[config.mk]
export PLATFORM = sky130hd
export DESIGN_NAME = counter_mod
export DESIGN_NICKNAME = d
export VERILOG_FILES = /design/src/rtl/counter_mod.sv
export SDC_FILE = /design/constraint.sdc
export NUM_CORES = 1
export LEC_CHECK = 0
export ABC_AREA = 1
export ABC_CLOCK_PERIOD_IN_PS = 1670
export BUFFER_PORTS_ARGS = -buffer_cell sky130_fd_sc_hd__buf_4
export CAP_MARGIN = 20
export CORE_MARGIN = 5
export CORE_UTILIZATION = 35
export DETAILED_ROUTE_END_ITERATION = 16
export PLACE_DENSITY = 0.53
export SYNTH_ARGS = -nofsm -noshare
export SYNTH_HDL_FRONTEND = slang
export SYNTH_SLANG_ARGS = --single-unit
export TNS_END_PERCENT = 100
[constraint.sdc]
create_clock -name clk -period 1.67 [get_ports clk]
set_input_delay 0 -clock clk [delete_from_list [all_inputs] [get_ports clk]]
set_output_delay 0 -clock clk [all_outputs]
set_load 0.03 [all_outputs]
[src/rtl/counter_mod.sv]
// ---------------------------------------------------------------------------
// counter_mod -- parameterised up/down counter with load, terminal-count
// pulse and optional one-shot stop.
//
// Optional feature macro: COUNTER_PRESCALE_EN
//   Defined   : an internal divider counts enabled cycles 0..PRESCALE-1 and
//               only the cycle where it reaches PRESCALE-1 becomes a count
//               step.
//   Undefined : every enabled cycle is a count step; PRESCALE has no effect
//               on behaviour.
//
// Parameters
//   WIDTH    counter width in bits (1..32)
//   MAX      terminal (largest) count value, 1..2**WIDTH-1
//   ONESHOT  0 = wrap at terminal count, 1 = stop and raise done
//   PRESCALE enabled cycles per count step (2..256), prescaled build only
//
// Ports
//   clk       in   rising-edge clock
//   reset     in   synchronous active-high reset
//   en        in   count enable
//   up        in   1 = increment, 0 = decrement (sampled every cycle)
//   load      in   synchronous load strobe, overrides a step
//   load_val  in   value loaded on load, clamped to MAX
//   q         out  registered count value
//   wrap      out  registered one-cycle pulse after a terminal event
//   done      out  registered one-shot completion flag (0 when ONESHOT=0)
// ---------------------------------------------------------------------------
module counter_mod #(
  parameter int unsigned WIDTH    = 16,
  parameter int unsigned MAX      = 16'hFFFF,
  parameter int unsigned ONESHOT  = 0,
  parameter int unsigned PRESCALE = 4
) (
  input  logic             clk,
  input  logic             reset,
  input  logic             en,
  input  logic             up,
  input  logic             load,
  input  logic [WIDTH-1:0] load_val,
  output logic [WIDTH-1:0] q,
  output logic             wrap,
  output logic             done
);

  localparam logic [WIDTH-1:0] MAX_V  = WIDTH'(MAX);
  localparam logic [WIDTH-1:0] ONE_V  = WIDTH'(1);
  localparam logic [WIDTH-1:0] ZERO_V = '0;

  // Elaboration-time parameter sanity checks.
  if (WIDTH < 1 || WIDTH > 32) begin : g_bad_width
    $error("counter_mod: WIDTH must be 1..32");
  end
  if (MAX < 1 || ((64'(MAX) >> WIDTH) != 64'd0)) begin : g_bad_max
    $error("counter_mod: MAX must be 1..2**WIDTH-1");
  end
  if (PRESCALE < 2 || PRESCALE > 256) begin : g_bad_prescale
    $error("counter_mod: PRESCALE must be 2..256");
  end

  logic [WIDTH-1:0] cnt_q, cnt_d;
  logic             wrap_q, wrap_d;
  logic             done_q, done_d;

  // tick qualifies an enabled cycle as a count step.
  logic tick;

`ifdef COUNTER_PRESCALE_EN
  localparam int unsigned      DIV_W    = $clog2(PRESCALE);
  localparam logic [DIV_W-1:0] DIV_LAST = DIV_W'(PRESCALE - 1);

  logic [DIV_W-1:0] div_q, div_d;

  // The divider only advances on cycles that could step (en=1, not done),
  // so en=0 and a finished one-shot both freeze it. Load restarts it.
  always_comb begin
    div_d = div_q;
    tick  = 1'b0;
    if (load) begin
      div_d = '0;
    end else if (en && !done_q) begin
      if (div_q == DIV_LAST) begin
        div_d = '0;
        tick  = 1'b1;
      end else begin
        div_d = div_q + DIV_W'(1);
      end
    end
  end

  always_ff @(posedge clk) begin
    if (reset) begin
      div_q <= '0;
    end else begin
      div_q <= div_d;
    end
  end
`else
  assign tick = 1'b1;
`endif

  logic step;
  logic terminal;

  assign step     = en & ~done_q & tick;
  assign terminal = step & (up ? (cnt_q == MAX_V) : (cnt_q == ZERO_V));

  always_comb begin
    cnt_d  = cnt_q;
    wrap_d = 1'b0;
    done_d = done_q;
    if (load) begin
      // Clamp keeps q inside 0..MAX; load never produces a wrap pulse.
      cnt_d  = (load_val > MAX_V) ? MAX_V : load_val;
      done_d = 1'b0;
    end else if (step) begin
      wrap_d = terminal;
      if (terminal) begin
        if (ONESHOT != 0) begin
          done_d = 1'b1;                    // q holds at the terminal value
        end else begin
          cnt_d = up ? ZERO_V : MAX_V;
        end
      end else begin
        cnt_d = up ? (cnt_q + ONE_V) : (cnt_q - ONE_V);
      end
    end
    if (ONESHOT == 0) begin
      done_d = 1'b0;
    end
  end

  always_ff @(posedge clk) begin
    if (reset) begin
      cnt_q  <= '0;
      wrap_q <= 1'b0;
      done_q <= 1'b0;
    end else begin
      cnt_q  <= cnt_d;
      wrap_q <= wrap_d;
      done_q <= done_d;
    end
  end

  assign q    = cnt_q;
  assign wrap = wrap_q;
  assign done = done_q;

endmodule

==> impl_metrics.ini <==
[setup_path]
cp_num_buf_inv = 2
crit_slowest_cell = fa_2
cpMostUsedCell = nand2_1
cp.required_ns = 1.82
cp_top_family = simple AND/OR/NAND/NOR gates
cp-end-kind = flop
cp_max_fo = 4
cp-start-kind = flop
crit_path_cell_trace = inv_1 > fa_2 > inv_2 > nand3_1 > nand3_2 > nand2_1 > nand3_1 > nand2_1 > nand3_1 > nand2_1 > nand2_1 > a21oi_2
critical_path.max_stage_delay_ns = 0.37
cp.arrival_ns = 1.72
critPathKind = reg2reg

[timing]
finalCriticalPeriod_ns = 1.57
maxClockFrequency_mhz = 636
slew_viol_final = 0
period_share = 0.942
final_hold_viol_count = 0
skew_ns = 0.00991
setup_viol = 0
rsz0062_at_grt = true

[grt]
gr-total-overflow = 0
grt_pass1_vias = 1831
grt_util_all_layers = 0.175
grt_max_degree = 16
antenna_found_initial = 0
grt_pass1_wl_um = 8970

[die]
num_rows = 26
ios = 39
die_area_um2 = 6720
die-width_um = 82.0
start_util = 0.357
core_um2 = 5070
die_y_um = 82.0

[synthesis]
syn_avg_cell_area_um2 = 6.23
synthSimpleGateAreaFrac = 0.393
syn_nets = 327
synth-xor-area-share = 0.0338
ys_async_sr_fraction = 0
synth_edf_count = 0
synth.distinct_cells = 33
yosysSeqAreaShare = 0.188
synth.mux.area_fraction = 0
synth_top_area_frac = 0.190
synthAdderAreaFrac = 0.108
synth_compound_area_frac = 0.169
synth_area_um2 = 1810
synthCells = 291
ys_ff_latch = 17
synth_top_family_by_area = simple AND/OR/NAND/NOR gates
yosys_warnings = 0
synth_area_leader_cell = nand2_1
synthFlopType = dfxtp_1
ys_top_cells_by_area = nand2_1 19%, dfxtp_1 19%, ha_1 9.7%, inv_1 7.0%, a21oi_2 6.3%

[finish]
layout_commonest_cell = nand2_1
area.growth.synth_to_final_pct = 47.6
multi_input_area_um2 = 1490
diodes = 0
fill_cells = 533
drive_above_1_share = 0.412
regArea_um2 = 372
design_area_um2 = 2680
final_cell_mix = 85 x nand2_1, 64 x buf_4, 32 x inv_1
num-nets-final = 394

[routing]
via_count = 2026
route.detailed.drc = 0
dr.pass1.iters = 4
via_per_inst = 4.74
wire_per_inst_um = 13.3
drt_wl_total_um = 5670
drtIter0Drc = 107
antenna_left = 0

[power]
powerDensity_nw_per_um2 = 676
p_leak_uw = 0.00130
finalPower_uw = 1810
max-vdd-ir-drop_mv = 0.276

[outcome]
status = finished clean

[placement]
gp_congestion = 0.871
hpwl_um = 4400
placed_area_um2 = 2360
portBuffers = 37

[clock_tree]
cts_tree = done
htreeDepth = 1
clk_pin_slew_ns = 0.07
clk_latency_ns = 0.26
clock_sinks = 17
cts_inserted_buffers = 3
cts_buffer_depth = 2
root_buffer = clkbuf_8

[worst_hold_path]
holdCritPathClass = in2reg

[run]
max-cap-violations = 0
[repair_timing]
item / in CTS / in global routing
setup buffers: 0 / 3
endpoints found under the setup margin: 10 / 15
endpoints found under the hold margin: 5 / 0
pin swaps: 0 / 7
gates resized for setup: 3 / 39
gates cloned: 0 / 0
hold buffers: 2 / 0
[final cells by class]
| cell class | instances | share of cell area |
|---|---|---|
| inverter | 40 | 0.0561 |
| timing repair buffer | 68 | 0.199 |
| clock buffer | 4 | 0.0168 |
| tap | 70 | 0.0327 |
| sequential | 17 | 0.139 |
| multi-input combinational | 228 | 0.557 |
[synth_stat cells (all sizes together), types with 2 or more instances]
cell	instances
o21ai	4
nor3	3
ha	14
inv	39
nor2	33
nand4	4
xor2	5
nand3	22
a21oi	24
buf	4
nand3b	2
xnor2	2
dfxtp	17
o221ai	11
nand2	97
clkbuf	2
[sequential cells by signal, indices dropped and copies added, names as in the netlist]
name  flops
q        16
wrap      1
[worst min-delay path, cell delays in order]
cell,delay [ns]
buf_4,0.08
nand2_1,0.04
o21ai_0,0.05
o21ai_0,0.07
inv_1,0.04
[per-layer routing]
layer  part of all wire  up-vias  global-route usage
li1                   -     1085                   -
met1               0.49      907               0.248
met2               0.46       28               0.280
met3              0.035        6              0.0121
met4              0.013        0              0.0548
met5                  0        -                   0
[power by group]
part           internal (uW)  switching, uW
clock                    170            157
combinational            442            546
sequential               447           47.6
[path summary, 6_finish.rpt]
| path | slack [ns] | cells past startpoint | end | startpoint |
|---|---|---|---|---|
| worst min-delay path | 0.06 | 5 | q[0] | load_val[0] |
| worst max register to register | 0.1 | 12 | q[12] | q[1] |
| worst max-delay path | 0.1 | 12 | q[12] | q[1] |
| worst min register to register | 0.56 | 2 | q[13] | q[13] |
[cells by family (layout without fill, tap and decap cells)]
group | after synthesis | count (layout)
AOI/OAI and AO/OA | 42 | 42
buffers and inverters | 46 | 112
xor gates and xnor gates | 7 | 7
adders and majority gates | 15 | 15
and+or+nand+nor | 163 | 163
DFF | 17 | 17
other | 1 | 1
[through the flow]
stage          hold WS (ns)  setup WS, ns  TNS (ns)  utilization  std cells
2_1_floorplan        0.0551      -0.00668  -0.00668            -        291
3_3_place_gp          0.219       -0.0509    -0.174        0.465        418
3_5_place_dp          0.225       -0.0143   -0.0384        0.465        418
4_1_cts              0.0569      -0.00322  -0.00322        0.480        424
5_1_grt              0.0808      -0.00351  -0.00394        0.527        427
6_report             0.0622        0.0965         0        0.527        427
(Power assumes the default switching activity.)
